File: src/rtl/memmu_cr_write_scheduler_if.sv
// Signal bundle between the CR write scheduler and the control plane, SIU, CR unit and memory.
// master = scheduler side, slave = surrounding environment.
interface memmu_cr_write_scheduler_if #(
  parameter int unsigned ADDR_W = 32
);
  localparam int unsigned CR_ADDR_W = 19;
  localparam int unsigned DATA_W    = 64;

  logic                 i_CTRL_start;
  logic [ADDR_W-1:0]    i_CTRL_baseAddr;
  logic                 i_SIU_valid;
  logic                 i_SIU_frameEnd;
  logic                 o_SIU_ready;
  logic [CR_ADDR_W-1:0] i_MemMU_CR_address;
  logic [DATA_W-1:0]    i_MemMU_CR_payload;
  logic                 o_MEM_wrValid;
  logic                 i_MEM_wrReady;
  logic [ADDR_W-1:0]    o_MEM_wrAddr;
  logic [DATA_W-1:0]    o_MEM_wrData;
  logic                 o_CTRL_busy;
  logic                 o_CTRL_done;
  logic [CR_ADDR_W-1:0] o_CTRL_pointCount;
  logic [CR_ADDR_W-1:0] o_CTRL_dropCount;

  modport master (
    input  i_CTRL_start, i_CTRL_baseAddr,
    input  i_SIU_valid, i_SIU_frameEnd,
    output o_SIU_ready,
    input  i_MemMU_CR_address, i_MemMU_CR_payload,
    output o_MEM_wrValid, o_MEM_wrAddr, o_MEM_wrData,
    input  i_MEM_wrReady,
    output o_CTRL_busy, o_CTRL_done, o_CTRL_pointCount, o_CTRL_dropCount
  );

  modport slave (
    output i_CTRL_start, i_CTRL_baseAddr,
    output i_SIU_valid, i_SIU_frameEnd,
    input  o_SIU_ready,
    output i_MemMU_CR_address, i_MemMU_CR_payload,
    input  o_MEM_wrValid, o_MEM_wrAddr, o_MEM_wrData,
    output i_MEM_wrReady,
    input  o_CTRL_busy, o_CTRL_done, o_CTRL_pointCount, o_CTRL_dropCount
  );
endinterface

File: src/rtl/memmu_cr_write_scheduler.sv
// Frame-level write scheduler: gates SIU points into the CR unit, buffers the CR unit's
// {address, payload} one cycle later and issues ordered 64-bit memory writes.
module memmu_cr_write_scheduler #(
  parameter int unsigned FIFO_DEPTH = 8,
  parameter int unsigned ADDR_W     = 32,
  parameter int unsigned NUM_POINTS = 524287
) (
  input  logic                        i_SYSTEM_clk,
  input  logic                        i_SYSTEM_rst,
  memmu_cr_write_scheduler_if.master  bus
);
  localparam int unsigned CR_ADDR_W = 19;
  localparam int unsigned DATA_W    = 64;
  localparam int unsigned PTR_W     = $clog2(FIFO_DEPTH);
  localparam int unsigned CNT_W     = PTR_W + 1;
  localparam logic [CR_ADDR_W-1:0] CNT_MAX      = '1;
  localparam logic [CR_ADDR_W:0]   NUM_POINTS_L = (CR_ADDR_W+1)'(NUM_POINTS);

  typedef enum logic [1:0] {ST_IDLE, ST_RUN, ST_DRAIN, ST_DONE} state_t;

  typedef struct packed {
    logic [ADDR_W-1:0] addr;
    logic [DATA_W-1:0] data;
  } wr_entry_t;

  state_t               state;
  logic [ADDR_W-1:0]    base_q;
  logic [CR_ADDR_W-1:0] point_cnt;
  logic [CR_ADDR_W-1:0] drop_cnt;
  logic                 busy_q;
  logic                 done_q;
  logic                 inflight;

  wr_entry_t            fifo_mem [FIFO_DEPTH];
  logic [PTR_W-1:0]     wr_ptr;
  logic [PTR_W-1:0]     rd_ptr;
  logic [CNT_W-1:0]     occ;

  logic [CNT_W:0]       occ_sum_c;
  logic                 siu_ready_c;
  logic                 accept_c;
  logic                 in_range_c;
  logic                 push_c;
  logic                 pop_c;
  logic                 fifo_empty_c;
  logic [ADDR_W-1:0]    wr_addr_c;

  // A point in flight through the CR unit already owns a FIFO slot.
  assign occ_sum_c    = {1'b0, occ} + (CNT_W+1)'(inflight);
  assign siu_ready_c  = (state == ST_RUN) && (occ_sum_c < (CNT_W+1)'(FIFO_DEPTH));
  assign accept_c     = bus.i_SIU_valid && siu_ready_c;
  assign in_range_c   = {1'b0, bus.i_MemMU_CR_address} < NUM_POINTS_L;
  assign push_c       = inflight && in_range_c;
  assign fifo_empty_c = (occ == '0);
  assign pop_c        = !fifo_empty_c && bus.i_MEM_wrReady;
  assign wr_addr_c    = base_q + ADDR_W'({bus.i_MemMU_CR_address, 3'b000});

  // Frame control FSM with the control-plane outputs.
  always_ff @(posedge i_SYSTEM_clk or negedge i_SYSTEM_rst) begin
    if (!i_SYSTEM_rst) begin
      state     <= ST_IDLE;
      base_q    <= '0;
      point_cnt <= '0;
      drop_cnt  <= '0;
      busy_q    <= 1'b0;
      done_q    <= 1'b0;
    end else begin
      done_q <= 1'b0;
      case (state)
        ST_IDLE: begin
          if (bus.i_CTRL_start) begin
            state     <= ST_RUN;
            base_q    <= bus.i_CTRL_baseAddr;
            point_cnt <= '0;
            drop_cnt  <= '0;
            busy_q    <= 1'b1;
          end
        end
        ST_RUN: begin
          if (accept_c && bus.i_SIU_frameEnd) state <= ST_DRAIN;
        end
        ST_DRAIN: begin
          if (!inflight && fifo_empty_c) begin
            state  <= ST_DONE;
            done_q <= 1'b1;
          end
        end
        ST_DONE: begin
          state  <= ST_IDLE;
          busy_q <= 1'b0;
        end
        default: state <= ST_IDLE;
      endcase
      // Accepts only happen in RUN and drops only resolve in RUN/DRAIN, so these never race the clear.
      if (accept_c && (point_cnt != CNT_MAX)) point_cnt <= point_cnt + 1'b1;
      if (inflight && !in_range_c && (drop_cnt != CNT_MAX)) drop_cnt <= drop_cnt + 1'b1;
    end
  end

  // Show-ahead write buffer; entries carry the final memory address.
  always_ff @(posedge i_SYSTEM_clk or negedge i_SYSTEM_rst) begin
    if (!i_SYSTEM_rst) begin
      inflight <= 1'b0;
      wr_ptr   <= '0;
      rd_ptr   <= '0;
      occ      <= '0;
      for (int i = 0; i < int'(FIFO_DEPTH); i++) fifo_mem[i] <= '0;
    end else begin
      inflight <= accept_c;
      if (push_c) begin
        fifo_mem[wr_ptr] <= '{addr: wr_addr_c, data: bus.i_MemMU_CR_payload};
        wr_ptr           <= wr_ptr + 1'b1;
      end
      if (pop_c) rd_ptr <= rd_ptr + 1'b1;
      case ({push_c, pop_c})
        2'b10:   occ <= occ + 1'b1;
        2'b01:   occ <= occ - 1'b1;
        default: occ <= occ;
      endcase
    end
  end

  assign bus.o_SIU_ready       = siu_ready_c;
  assign bus.o_MEM_wrValid     = !fifo_empty_c;
  assign bus.o_MEM_wrAddr      = fifo_mem[rd_ptr].addr;
  assign bus.o_MEM_wrData      = fifo_mem[rd_ptr].data;
  assign bus.o_CTRL_busy       = busy_q;
  assign bus.o_CTRL_done       = done_q;
  assign bus.o_CTRL_pointCount = point_cnt;
  assign bus.o_CTRL_dropCount  = drop_cnt;

endmodule

File: src/flat_wrapper.sv
// flat-port wrapper written by rule: the top's interface ports become plain ports
module memmu_cr_write_scheduler_flat 
#(
  parameter int unsigned FIFO_DEPTH = 8,
  parameter int unsigned ADDR_W     = 32,
  parameter int unsigned NUM_POINTS = 524287
)
  (i_SYSTEM_clk, i_SYSTEM_rst, bus_i_CTRL_start, bus_i_CTRL_baseAddr, bus_i_SIU_valid, bus_i_SIU_frameEnd, bus_o_SIU_ready, bus_i_MemMU_CR_address, bus_i_MemMU_CR_payload, bus_o_MEM_wrValid, bus_o_MEM_wrAddr, bus_o_MEM_wrData, bus_i_MEM_wrReady, bus_o_CTRL_busy, bus_o_CTRL_done, bus_o_CTRL_pointCount, bus_o_CTRL_dropCount);
  memmu_cr_write_scheduler_if #(.ADDR_W(ADDR_W)) bus_i ();
  input  logic i_SYSTEM_clk;
  input  logic i_SYSTEM_rst;
  input wire logic [$bits(bus_i.i_CTRL_start)-1:0] bus_i_CTRL_start;
  input wire logic [$bits(bus_i.i_CTRL_baseAddr)-1:0] bus_i_CTRL_baseAddr;
  input wire logic [$bits(bus_i.i_SIU_valid)-1:0] bus_i_SIU_valid;
  input wire logic [$bits(bus_i.i_SIU_frameEnd)-1:0] bus_i_SIU_frameEnd;
  output wire logic [$bits(bus_i.o_SIU_ready)-1:0] bus_o_SIU_ready;
  input wire logic [$bits(bus_i.i_MemMU_CR_address)-1:0] bus_i_MemMU_CR_address;
  input wire logic [$bits(bus_i.i_MemMU_CR_payload)-1:0] bus_i_MemMU_CR_payload;
  output wire logic [$bits(bus_i.o_MEM_wrValid)-1:0] bus_o_MEM_wrValid;
  output wire logic [$bits(bus_i.o_MEM_wrAddr)-1:0] bus_o_MEM_wrAddr;
  output wire logic [$bits(bus_i.o_MEM_wrData)-1:0] bus_o_MEM_wrData;
  input wire logic [$bits(bus_i.i_MEM_wrReady)-1:0] bus_i_MEM_wrReady;
  output wire logic [$bits(bus_i.o_CTRL_busy)-1:0] bus_o_CTRL_busy;
  output wire logic [$bits(bus_i.o_CTRL_done)-1:0] bus_o_CTRL_done;
  output wire logic [$bits(bus_i.o_CTRL_pointCount)-1:0] bus_o_CTRL_pointCount;
  output wire logic [$bits(bus_i.o_CTRL_dropCount)-1:0] bus_o_CTRL_dropCount;
  assign bus_i.i_CTRL_start = bus_i_CTRL_start;
  assign bus_i.i_CTRL_baseAddr = bus_i_CTRL_baseAddr;
  assign bus_i.i_SIU_valid = bus_i_SIU_valid;
  assign bus_i.i_SIU_frameEnd = bus_i_SIU_frameEnd;
  assign bus_o_SIU_ready = bus_i.o_SIU_ready;
  assign bus_i.i_MemMU_CR_address = bus_i_MemMU_CR_address;
  assign bus_i.i_MemMU_CR_payload = bus_i_MemMU_CR_payload;
  assign bus_o_MEM_wrValid = bus_i.o_MEM_wrValid;
  assign bus_o_MEM_wrAddr = bus_i.o_MEM_wrAddr;
  assign bus_o_MEM_wrData = bus_i.o_MEM_wrData;
  assign bus_i.i_MEM_wrReady = bus_i_MEM_wrReady;
  assign bus_o_CTRL_busy = bus_i.o_CTRL_busy;
  assign bus_o_CTRL_done = bus_i.o_CTRL_done;
  assign bus_o_CTRL_pointCount = bus_i.o_CTRL_pointCount;
  assign bus_o_CTRL_dropCount = bus_i.o_CTRL_dropCount;
  memmu_cr_write_scheduler #(.FIFO_DEPTH(FIFO_DEPTH), .ADDR_W(ADDR_W), .NUM_POINTS(NUM_POINTS)) u_core (.i_SYSTEM_clk(i_SYSTEM_clk), .i_SYSTEM_rst(i_SYSTEM_rst), .bus(bus_i));
endmodule
File: config.mk
export PLATFORM = sky130hd
export DESIGN_NAME = memmu_cr_write_scheduler_flat
export DESIGN_NICKNAME = d
export VERILOG_FILES = /design/src/rtl/memmu_cr_write_scheduler_if.sv /design/src/rtl/memmu_cr_write_scheduler.sv /design/src/flat_wrapper.sv
export SDC_FILE = /design/constraint.sdc
export NUM_CORES = 2
export LEC_CHECK = 0
export BUFFER_PORTS_ARGS = -buffer_cell sky130_fd_sc_hd__buf_2
export CORE_MARGIN = 2
export CORE_UTILIZATION = 35
export DETAILED_ROUTE_END_ITERATION = 16
export GPL_ROUTABILITY_DRIVEN = 0
export GPL_TIMING_DRIVEN = 0
export PLACE_DENSITY_LB_ADDON = 0.05
export SYNTH_ARGS = -nofsm -noshare
export SYNTH_HDL_FRONTEND = slang
export SYNTH_SLANG_ARGS = --single-unit
File: constraint.sdc
create_clock -name i_SYSTEM_clk -period 3.4 [get_ports i_SYSTEM_clk]
set_input_delay 0.34 -clock i_SYSTEM_clk [delete_from_list [all_inputs] [get_ports i_SYSTEM_clk]]
set_output_delay 0.34 -clock i_SYSTEM_clk [all_outputs]
set_load 0.005 [all_outputs]
==> results by group <==
Status
  • Status: completed

Global routing
  • Initial antenna violation count: 17
  • Global-route wire length before repair: 210000 um
  • Gr ovfl total: 0
  • Largest net degree at the start of global routing: 108
  • GRT Util Overall: 0.238
  • Vias in the first global route: 31640

Routing
  • Pre-antenna DRT Iters: 5
  • Iter 0 DRT Violations: 2309
  • Antenna Nets Post-Route: 0
  • Vias: 31431
  • WL final: 139000 um
  • Vias/cell: 5.15
  • Routed wire per std cell: 22.8 um
  • DRC viols: 0

STA
  • Setup WS post-layout: 0.0649 ns
  • RSZ-0062 raised after global routing: yes
  • Final hold vios: 0
  • Final Max Tran Viols: 0
  • Final min period: 3.34 ns
  • Worst Max-Slew Pin Slew: 1.39 ns
  • Fmax: 300 MHz
  • Hold slack: 0.0329 ns
  • TNS Setup: 0 ns
  • Clock Skew: 0.0199 ns
  • Max_slew headroom: 0.0695
  • Tcrit/Tclk final: 0.981
  • Setup violators final: 0

Hold path
  • Hold path endpoint: u_core.fifo_mem[248]
  • Path type of the worst min-delay path: in2reg
  • WHS Path Cells: 3
  • Min-delay src: bus_i_MemMU_CR_payload[56]

Die
  • I/O pin total: 259
  • Core box area: 0.114 mm2
  • Rows: 124
  • Initial Util: 0.352
  • Chip height: 343 um
  • Die width: 343 um
  • Die area: 0.118 mm2

Layout
  • Post-route insts no fill: 6103
  • Share of cells above drive strength 1: 0.188
  • Final nets: 4659
  • Syn-to-layout area delta: 17.8%

Synth
  • Post-Syn Instances: 4147
  • Asr flop ratio synth: 1.00
  • Syn Nets: 4299
  • Synth unique cells: 70
  • Area fraction of the dominant cell type after synthesis: 0.531
  • Register area share after synthesis: 0.531
  • Synth Area per Inst: 9.70 um2
  • Ranking of synthesized cells by area: dfrtp_1 (53%), nand2_1 (18%), mux4_2 (11%)
  • Post-synth EDFFs: 0
  • Seq cells post-synth: 853
  • Synth Flop Type: dfrtp_1
  • Synth warn: 0
  • Mapped Area: 0.0402 mm2
  • Area leader, netlist: dfrtp_1

Pwr
  • Pwr Density: 903 mW/mm2
  • Clk pwr share: 0.258
  • Total power: 42.8 mW
  • Seq pwr share: 0.373
  • Switching Share: 0.365
  • Combinational share of power: 0.369
  • Leak pwr: 23.4 nW
  • Net Switching: 15.6 mW
  • Pint: 27.2 mW
  • VDD IR-drop max: 0.551 mV

Setup path
  • R2R Path Start: u_core.base_q[21]
  • Cells along the critical path: clkbuf_2, clkbuf_2, mux4_2, mux2_2, buf_2
  • Critical path's most frequent cell: clkbuf_2
  • Worst Path Max Fanout: 10
  • FF-to-FF End: u_core.fifo_mem[88]
  • Reg2Reg Setup Slack: 0.22 ns
  • Crit path launch type: register
  • CP Data Arrival Time: 3.00 ns
  • R2R depth: 7
  • Max incr delay on CP: 0.49 ns
  • Crit path max-delay cell type: clkbuf_2
  • Worst setup path category: reg2out
  • Data required, critical path: 3.06 ns
  • Critical Path End Type: output pin

Clocking
  • Clock buffer count from CTS: 103
  • H-Tree Level Count: 3
  • CTS Sinks: 853
  • Clock transition at path regs: 0.06 ns
  • CTS root buffer: clkbuf_16
  • Clk Latency, worst-skew pair: 0.70 ns
  • CTS tree: done
  • Clk buf depth: 3
  • Post-CTS Setup Bufs: 0

Placement
  • Cell count after placement: 5868
  • Post-DP HPWL: 92700 um
  • Port Buf Inserts: 194
  • Worst slack, placed: -0.340 ns

Job
  • Max Cap Viol: 0
==> power by group through the flow <==
stage | Combinational, mW | Sequential [mW] | Clock, mW
6_report | 15.8 | 15.9 | 11.1
5_1_grt | 17.5 | 16.4 | 11.7
4_1_cts | 16.0 | 15.9 | 11.3
3_5_place_dp | 15.8 | 16.0 | 0
3_3_place_gp | 15.6 | 16.1 | 0
2_1_floorplan | 10.4 | 15.4 | 0
==> sequential cells by signal (all words and copies together), names as in the netlist <==
signal	count
u_core.bus.o_CTRL_done	1
u_core.bus.o_CTRL_busy	1
u_core.inflight	1
u_core.rd_ptr	3
u_core.fifo_mem	768
u_core.bus.o_CTRL_pointCount	19
u_core.bus.o_CTRL_dropCount	19
u_core.base_q	32
u_core.state	2
u_core.wr_ptr	3
u_core.occ	4
==> critical path: cells and delay by family, from the launching register on <==
kind                   cells  cell delay (ns)
multiplexers               2             0.72
flip-flops                 1             0.47
buffers and inverters      3             1.09
==> per-layer routing <==
layer / global-route usage / share of wire / up-vias
met4: 0.0641 / 0.025 / 14
met1: 0.338 / 0.46 / 15839
met3: 0.0406 / 0.053 / 204
met5: 0 / 0.00058 / -
met2: 0.378 / 0.46 / 823
li1: - / - / 14551
==> cell type report <==
type	instances	area [um2]
Antenna cell	6	15.0
Buffer	322	1470
Clock buffer	153	3070
Clock inverter	30	273
Fill cell	11334	66800
Inverter	19	71.3
Multi-Input combinational cell	2952	17500
Sequential cell	853	21300
Tap cell	1512	1890
Timing Repair Buffer	256	1760
==> cell usage in the layout (no fill, tap or decap), drive strengths merged, types with 3 or more instances in the layout <==
master / synthesis / final
a2111oi: 6 / 6
a211o: 9 / 9
a211oi: 7 / 7
a21o: 9 / 9
a21oi: 84 / 84
a31o: 4 / 4
a31oi: 34 / 34
and2: 8 / 8
and3: 12 / 12
and4: 4 / 4
buf: 178 / 382
bufinv: 0 / 4
clkbuf: 145 / 300
clkinv: 0 / 23
dfrtp: 853 / 853
diode: 0 / 6
dlygate4sd3: 0 / 47
ha: 30 / 30
inv: 19 / 22
mux2: 129 / 129
mux4: 192 / 192
nand2: 1899 / 1899
nand2b: 3 / 3
nand3: 54 / 54
nand4: 31 / 31
nor2: 83 / 83
nor2b: 3 / 3
nor3: 22 / 22
nor4: 4 / 4
o2111ai: 8 / 8
o211ai: 25 / 25
o21a: 3 / 3
o21ai: 208 / 208
o31ai: 10 / 10
or3: 5 / 5
or4: 11 / 11
xnor2: 16 / 16
xor2: 9 / 9
==> synth_stat cells, types with 10 or more instances <==
library cell	instances
o21ai_0	187
clkbuf_1	145
nand4_1	31
nand2_1	1899
nor3_1	20
a21oi_1	83
mux4_2	192
inv_1	18
xnor2_1	15
mux2_2	129
dfrtp_1	853
and3_1	11
buf_1	75
ha_1	30
o211ai_1	24
or4_1	11
nor2_1	83
o21ai_1	21
a31oi_1	34
o31ai_1	10
buf_2	101
nand3_1	54
==> per-stage QoR <==
| stage | utilization | area, um2 |
|---|---|---|
| CTS | 0.415 | 47300 |
| global route | 0.415 | 47400 |
| detailed placement | 0.380 | 43400 |
| floorplan | - | 40200 |
| global placement | 0.377 | 43100 |
| finish | 0.415 | 47400 |
==> repair_timing <==
action / 4_1_cts / 5_1_grt
endpoints found under the setup margin: 96 / 55
gates resized for setup: 53 / 9
hold endpoints to repair: 189 / 0
hold buffers: 47 / 0
pin swaps: 0 / 1
==> cell families after synthesis <==
group                    count (synthesis)  synth area share
AO/OA/AOI/OAI                          423            0.0639
XOR/XNOR                                25           0.00563
adder cells (fa/ha/maj)                 31           0.00983
buffers and inverters                  342            0.0354
flip-flops                             853             0.531
multiplexers                           323             0.144
AND/OR/NAND/NOR                       2150             0.210
==> worst max path at each step <==
stage	startpoint	to	slack [ns]	depth (start not counted)
after floorplan	u_core.base_q[3]	u_core.fifo_mem[191]	0.88	9
after global placement	i_SYSTEM_rst	u_core.bus.o_CTRL_pointCount[3]	-18.30	1
after detailed placement	bus_i_MemMU_CR_address[1]	u_core.fifo_mem[68]	-0.34	9
after CTS	u_core.rd_ptr[1]	bus_o_MEM_wrData[49]	0.01	5
after global routing	u_core.rd_ptr[0]	bus_o_MEM_wrAddr[17]	-0.02	6
final	u_core.rd_ptr[1]	bus_o_MEM_wrData[51]	0.06	5
Note: power is estimated with default switching activity, not from simulation.
